## src/rtl/pixel_plotter.sv

```systemverilog
// Pixel-write sink: queues draw-FSM pixels in a small FIFO, drops off-screen or overflow writes,
// and drives the framebuffer write port; also runs a full-screen clear sweep on request.
module pixel_plotter #(
  parameter int unsigned         WIDTH      = 320,
  parameter int unsigned         HEIGHT     = 240,
  parameter int unsigned         COLOR_W    = 12,
  parameter int unsigned         FIFO_DEPTH = 8,
  parameter int unsigned         ADDR_W     = 17,
  parameter logic [COLOR_W-1:0]  BG_COLOR   = '0
) (
  input  logic               clock,
  input  logic               resetn,
  input  logic [8:0]         inX,
  input  logic [7:0]         inY,
  input  logic [COLOR_W-1:0] inColor,
  input  logic               writeEn,
  input  logic               clear_req,
  output logic               fifo_full,
  output logic               busy,
  output logic               clear_done,
  output logic [15:0]        drop_count,
  output logic [ADDR_W-1:0]  fb_addr,
  output logic [COLOR_W-1:0] fb_data,
  output logic               fb_we
);

  localparam int unsigned        PtrW     = $clog2(FIFO_DEPTH);
  localparam int unsigned        CntW     = PtrW + 1;
  localparam logic [ADDR_W-1:0]  LastAddr = ADDR_W'(WIDTH * HEIGHT - 1);
  localparam logic [ADDR_W-1:0]  WidthA   = ADDR_W'(WIDTH);
  localparam logic [CntW-1:0]    DepthC   = CntW'(FIFO_DEPTH);

  typedef enum logic [0:0] {StIdle, StClear} state_e;

  typedef struct packed {
    logic [ADDR_W-1:0]  addr;
    logic [COLOR_W-1:0] color;
  } entry_t;

  entry_t            mem_q [FIFO_DEPTH];
  logic [PtrW-1:0]   wr_ptr_q, rd_ptr_q;
  logic [CntW-1:0]   count_q;
  state_e            state_q, state_d;
  logic [ADDR_W-1:0] clr_cnt_q, clr_cnt_d;
  logic              stage_valid_q;
  entry_t            stage_q;
  logic              sweep_end_q, clear_done_q;
  logic [15:0]       drop_q;
  logic [ADDR_W-1:0] fb_addr_q;
  logic [COLOR_W-1:0] fb_data_q;
  logic              fb_we_q;

  logic   on_screen, push, pop, drop, sweep_end;
  entry_t push_entry;

  always_comb begin
    on_screen        = (32'(inX) < WIDTH) && (32'(inY) < HEIGHT);
    // Full check uses the registered count only: a same-cycle pop never frees a slot.
    push             = writeEn && on_screen && (count_q != DepthC);
    drop             = writeEn && !push;
    push_entry.addr  = ADDR_W'(inY) * WidthA + ADDR_W'(inX);
    push_entry.color = inColor;

    state_d   = state_q;
    clr_cnt_d = clr_cnt_q;
    pop       = 1'b0;
    sweep_end = 1'b0;
    unique case (state_q)
      StIdle: begin
        if (clear_req) begin
          state_d   = StClear;
          clr_cnt_d = '0;
        end else if (count_q != '0) begin
          pop = 1'b1;
        end
      end
      StClear: begin
        if (clr_cnt_q == LastAddr) begin
          state_d   = StIdle;
          sweep_end = 1'b1;
        end else begin
          clr_cnt_d = clr_cnt_q + 1'b1;
        end
      end
      default: state_d = StIdle;
    endcase
  end

  always_ff @(posedge clock) begin
    if (push) mem_q[wr_ptr_q] <= push_entry;
  end

  always_ff @(posedge clock) begin
    if (!resetn) begin
      state_q       <= StIdle;
      clr_cnt_q     <= '0;
      wr_ptr_q      <= '0;
      rd_ptr_q      <= '0;
      count_q       <= '0;
      stage_valid_q <= 1'b0;
      stage_q       <= '0;
      sweep_end_q   <= 1'b0;
      clear_done_q  <= 1'b0;
      drop_q        <= '0;
      fb_we_q       <= 1'b0;
      fb_addr_q     <= '0;
      fb_data_q     <= '0;
    end else begin
      state_q   <= state_d;
      clr_cnt_q <= clr_cnt_d;
      if (push) wr_ptr_q <= wr_ptr_q + 1'b1;
      if (pop)  rd_ptr_q <= rd_ptr_q + 1'b1;
      count_q       <= count_q + CntW'(push) - CntW'(pop);
      stage_valid_q <= pop;
      if (pop) stage_q <= mem_q[rd_ptr_q];
      sweep_end_q   <= sweep_end;
      clear_done_q  <= sweep_end_q;
      if (drop && (drop_q != 16'hFFFF)) drop_q <= drop_q + 16'd1;
      if (state_q == StClear) begin
        fb_we_q   <= 1'b1;
        fb_addr_q <= clr_cnt_q;
        fb_data_q <= BG_COLOR;
      end else if (stage_valid_q) begin
        fb_we_q   <= 1'b1;
        fb_addr_q <= stage_q.addr;
        fb_data_q <= stage_q.color;
      end else begin
        fb_we_q   <= 1'b0;
      end
    end
  end

  assign fifo_full  = (count_q == DepthC);
  assign busy       = (state_q != StIdle) || (count_q != '0);
  assign clear_done = clear_done_q;
  assign drop_count = drop_q;
  assign fb_addr    = fb_addr_q;
  assign fb_data    = fb_data_q;
  assign fb_we      = fb_we_q;

endmodule

```

## config.mk

```make
export PLATFORM = sky130hd
export DESIGN_NAME = pixel_plotter
export DESIGN_NICKNAME = d
export VERILOG_FILES = /design/src/rtl/pixel_plotter.sv
export SDC_FILE = /design/constraint.sdc
export NUM_CORES = 1
export LEC_CHECK = 0
export BUFFER_PORTS_ARGS = -buffer_cell sky130_fd_sc_hd__buf_2
export CAP_MARGIN = 10
export CORE_MARGIN = 1.5
export CORE_UTILIZATION = 60
export CTS_BUF_LIST = sky130_fd_sc_hd__clkbuf_4 sky130_fd_sc_hd__clkbuf_8
export DETAILED_ROUTE_END_ITERATION = 16
export GPL_TIMING_DRIVEN = 0
export HOLD_SLACK_MARGIN = 0.08
export PLACE_DENSITY = 0.79
export SLEW_MARGIN = 20
export SYNTH_ARGS = -nofsm -noshare
export SYNTH_HDL_FRONTEND = slang
export SYNTH_SLANG_ARGS = --single-unit
```

## constraint.sdc

```tcl
create_clock -name clock -period 5.2 [get_ports clock]
set_input_delay 1.04 -clock clock [delete_from_list [all_inputs] [get_ports clock]]
set_output_delay 1.04 -clock clock [all_outputs]
set_load 0.01 [all_outputs]
```

# Word-level counts from Yosys, hierarchy flattened
# Memory sizes are Yosys's and may differ from the RTL's. A register that Yosys moved wholly into a read port is not among the register bits.
# Index checks and enable logic that the tools add are counted.
# op_classes
bitwise,2
n_lt_le_gt_ge,2
mux,16
eq_ne,6
add_sub_neg,7
n_reduce_logical,13
mul,1
# ops
op,n
2-to-1 mux 17 bit,4
one-hot mux 17 bit (2 select lines),1
"adder 17 x 1 -> 17 bit, second input constant",1
adder 17 x 9 -> 17 bit,1
"== test 17 bit, second input constant",1
"adder 16 x 1 -> 16 bit, second input constant",1
"!= test 16 bit, second input constant",1
"multiplier 8 x 3 -> 11 bit, second input constant",1
2-to-1 mux 1 bit,10
"less-than comparator 9 bit, second input constant",1
"less-than comparator 8 bit, second input constant",1
"adder 3 x 1 -> 3 bit, second input constant",2
logical AND 1 bit,5
adder 4 x 1 -> 4 bit,1
"== test 4 bit, second input constant",1
"!= test 2 bit, second input constant",2
"!= test 4 bit, second input constant",1
AND reduction 2 bit,2
nonzero test 4 bit,1
subtractor 4 x 1 -> 4 bit,1
logical NOT 1 bit,2
NOT 1 bit,2
one-hot mux 1 bit (2 select lines),1
nonzero test 2 bit,1
other kinds (2),2
# word_totals
inputBits,33
ram_bits,232
regBits,77
word_cells,60
out_inout_bits,49
n_memories,1
# mem_list
memory,words,word_bits,rd,rd_clocked_by_memory_dff,wr,line,source
mem_q,8,29,1,1,1,40,entry_t mem_q [FIFO_DEPTH];

# Logic depth before layout (Yosys ltp)
# depth
ltp_word,7
mapped_depth,12
mapped_depth_nobuf,12

# Worst setup path before layout
# Ideal clock, no wire load.
# synth_timing
path_type,input port to flip-flop
startpoint,input inX[7]
endpoint,memory mem_q[0][0] (netlist bit) (enable)
t_arrival_ns,3.995
stages,5
n_path_buf,0
setup_ns,0.451
setup_slack_ns,0.754
t_required_ns,4.749
cell_sequence,o21a_1 -> nor3_2 -> nand2_1 -> or2_2 -> nor3_1
# synth_between
elab_chain_cells,6
# synth_lines
item,line,source
start: declaration,13,"input logic [8:0] inX,"
less-than comparator 9 bit,57,on_screen = (32'(inX) < WIDTH) && (32'(inY) < HEIGHT);
logical AND 1 bit,57,
logical AND 1 bit (2 in series),59,push = writeEn && on_screen && (count_q != DepthC);
2-to-1 mux 1 bit,90,if (push) mem_q[wr_ptr_q] <= push_entry;
2-to-1 mux 1 bit (not written as such),90,
end: declaration,40,
# Every way passes these cells.

==> flow_summary.yaml <==
run_status:
  status: "completed"
synth:
  ys_async_sr_fraction_pct: 0
  synth.area.top_cells: "edfxtp_1 (50%), dfxtp_1 (15%), mux4_2 (9.4%)"
  avgSynthCellArea_um2: 15.0
  synth_edf_count: 232
  muxShareOfSynthArea_pct: 14.6
  syn_inst: 928
  synth_seq_area_share_pct: 65.5
  synth_fa_ha_area_share_pct: 2.69
  yosys.area_share.simple_pct: 8.35
  yosysWarnings: 0
  synth_top_family_by_area: "multiplexers"
  yosys.area.top_type: "edfxtp_1"
  syn_area_um2: 13900
  ys_types: 69
  synth.most_common_cell: "edfxtp_1"
  synth_compound_area_share_pct: 5.37
  synthesis.nets: 989
  synthDominantCellAreaShare_pct: 50.2
  synth_ff_type: "edfxtp_1"
  ys_ff_latch: 338
  synth.cells.most_frequent: "edfxtp_1 (232), nor2_1 (114), dfxtp_1 (106)"
  synthXorXnorAreaFrac_pct: 1.51
layout:
  seqCellArea_um2: 9090
  drive_gt1_share_pct: 25.6
  fin_area_um2: 16000
  finish.utilization_pct: 70.6
  area_growth_syn_to_layout_pct: 15.1
  antenna_cells: 0
  multi_input_area_um2: 4580
  fin_nets: 1136
  num-fill-cells: 1463
timing:
  fmax_ghz: 0.301
  skew_ns: 0.0264
  rsz0062_at_grt: "false"
  maxSlewViolCount: 0
  fin_crit_sh_pct: 63.8
  final_hold_viol_count: 0
  relSlewSlack_pct: 36.9
  max_slew.worst_pin.slew_ns: 0.947
  finalCriticalPeriod_ns: 3.32
  setup_viol: 0
placement:
  place_congestion: 0.856
  io_buffers: 80
  hpwl_um: 19100
  place_area_um2: 14900
setup_path:
  cpPeakStageDelay_ns: 0.63
  cp_slowest_cell: "o32ai_2"
  worstSetupStartpointType: "input port"
  worst_setup_path_end_kind: "register"
  cp.arrival_ns: 3.60
  critPathKind: "input port to register"
  critical_path_required_ns: 5.49
  crit_path_max_fanout: 8
  crit_chain: "buf_2 -> ha_1 -> ha_1 -> fa_1 -> a211oi_1 -> nor2_1 -> xor2_1 -> nand3b_1 -> o32ai_2"
  cp_common_cell: "ha_1"
global_routing:
  grt_pass1_vias: 8140
  grt_overflow: 0
  antenna_found_initial: 1
  grt_pass1_wl_um: 44600
  grt_usage_pct: 24.4
  grt_max_degree: 20
clock_tree:
  clock-sinks: 338
  clockBufferDepth: 3
  clk_pin_slew_ns: 0.06
  cts-root-buf: "clkbuf_8"
  clk_latency_ns: 0.59
  htreeDepth: 2
  holdBufCountCts: 0
  cts_buffers: 51
  post_cts_buffers: 0
  cts_tree: "done"
  cts_resized: 0
routing:
  viasPerCell: 5.93
  drt_wl_total_um: 28700
  vias: 8304
  dr.pass1.iters: 6
  first_iter_violations: 556
  wl_per_cell_um: 20.5
  drc: 0
  drtAntennaViolNets: 0
pwr:
  power_density_nw_per_um2: 403
  leakage_nw: 5.60
  vdd_drop_max_mv: 0.236
floorplanning:
  start_util_pct: 61.3
  num_rows: 55
  die_area_um2: 24100
  die_y_um: 155
  ios: 82
  die_x_um: 155
  core_area_um2: 22600
flow_run:
  maxCapViolCount: 0
worst_hold_path:
  hold_class: "register to register"
==> flip-flops by register name, summed over array words and instances, names as in the netlist <==
register	count
mem_q	232
stage_q	29
clr_cnt_q	17
fb_addr	17
drop_count	16
fb_data	12
count_q	4
rd_ptr_q	3
wr_ptr_q	3
clear_done	1
fb_we	1
stage_valid_q	1
state_q	1
sweep_end_q	1
==> metal layers <==
metal	GRT usage, %	part of all wire, %	routed length [µm]	up-vias
li1	-	-	-	3861
met1	33.2	43	12200	4070
met2	39.8	48	13800	306
met3	4.12	6.4	1840	65
met4	9.71	3.0	873	2
met5	0	0.049	14	-
==> metrics by stage <==
| step | total power, mW | worst slack (ns) | TNS (ns) | hold WS [ns] | cells |
|---|---|---|---|---|---|
| 6_report | 6.44 | 1.88 | 0 | 0.441 | 1400 |
| 5_1_grt | 6.69 | 1.64 | 0 | 0.454 | 1400 |
| 4_1_cts | 6.47 | 1.49 | 0 | 0.441 | 1400 |
| 3_5_place_dp | 4.32 | 0.925 | 0 | 0.423 | 1307 |
| 3_3_place_gp | 4.26 | -1.47 | -75.04 | 0.418 | 1293 |
| 2_1_floorplan | 3.99 | 0.754 | 0 | 0.412 | 928 |
==> final cells by class <==
class                      count  share of cell area [%]
inverter                      12                   0.282
buffer                        50                    1.46
timing repair buffer          94                    3.99
clock buffer                  75                    5.76
clock inverter                18                   0.752
sequential                   338                    56.9
tap                          285                    2.23
multi-input combinational    528                    28.7
==> cells by family (layout without fill, tap and decap cells) <==
family	count (synthesis)	after routing
mux	130	130
xor+xnor	24	24
fa+ha+maj	28	28
flops	338	338
compound gates	104	104
buf+inv	62	249
simple gates	242	242
==> critical path: cells and delay by family <==
kind | cells | cell delay [ns]
compound gates | 2 | 0.93
buf+inv | 1 | 0.12
simple gates | 2 | 0.31
xor+xnor | 1 | 0.26
fa+ha+maj | 3 | 0.94
==> report_power, final <==
part	switching (mW)	internal, mW	leakage [nW]	total, mW
combinational	0.624	0.494	2.08	1.12
clock	0.989	1.19	0.560	2.18
sequential	0.0766	3.07	2.96	3.14
total	1.69	4.75	5.60	6.44
==> path summary, 6_finish.rpt <==
| path | from | to | depth (start not counted) | slack (ns) |
|---|---|---|---|---|
| worst min register to register | sweep_end_q | clear_done | 1 | 0.44 |
| worst min-delay path | sweep_end_q | clear_done | 1 | 0.44 |
| worst max-delay path | inY[1] | mem_q[7][28] | 9 | 1.88 |
| worst max register to register | count_q[2] | mem_q[0][12] | 11 | 2.13 |
==> cells in the final DEF, fill, tap and decap left out, drive strengths merged, types with 3 or more instances in the layout <==
master | netlist | layout
nor2 | 115 | 115
xnor2 | 14 | 14
edfxtp | 232 | 232
nand2 | 37 | 37
mux4 | 58 | 58
buf | 24 | 118
nor3b | 3 | 3
clkinv | 0 | 14
and2 | 7 | 7
xor2 | 10 | 10
a21o | 4 | 4
nand4 | 9 | 9
clkbuf | 25 | 100
inv | 12 | 15
a211oi | 35 | 35
a31oi | 5 | 5
and4 | 3 | 3
nand3 | 24 | 24
or2 | 5 | 5
ha | 25 | 25
dfxtp | 106 | 106
nor3 | 8 | 8
o21ai | 7 | 7
mux2i | 71 | 71
a21oi | 28 | 28
nor4 | 3 | 3
nand3b | 5 | 5
nand2b | 13 | 13
fa | 3 | 3
Power figures use the tool's default switching activity.
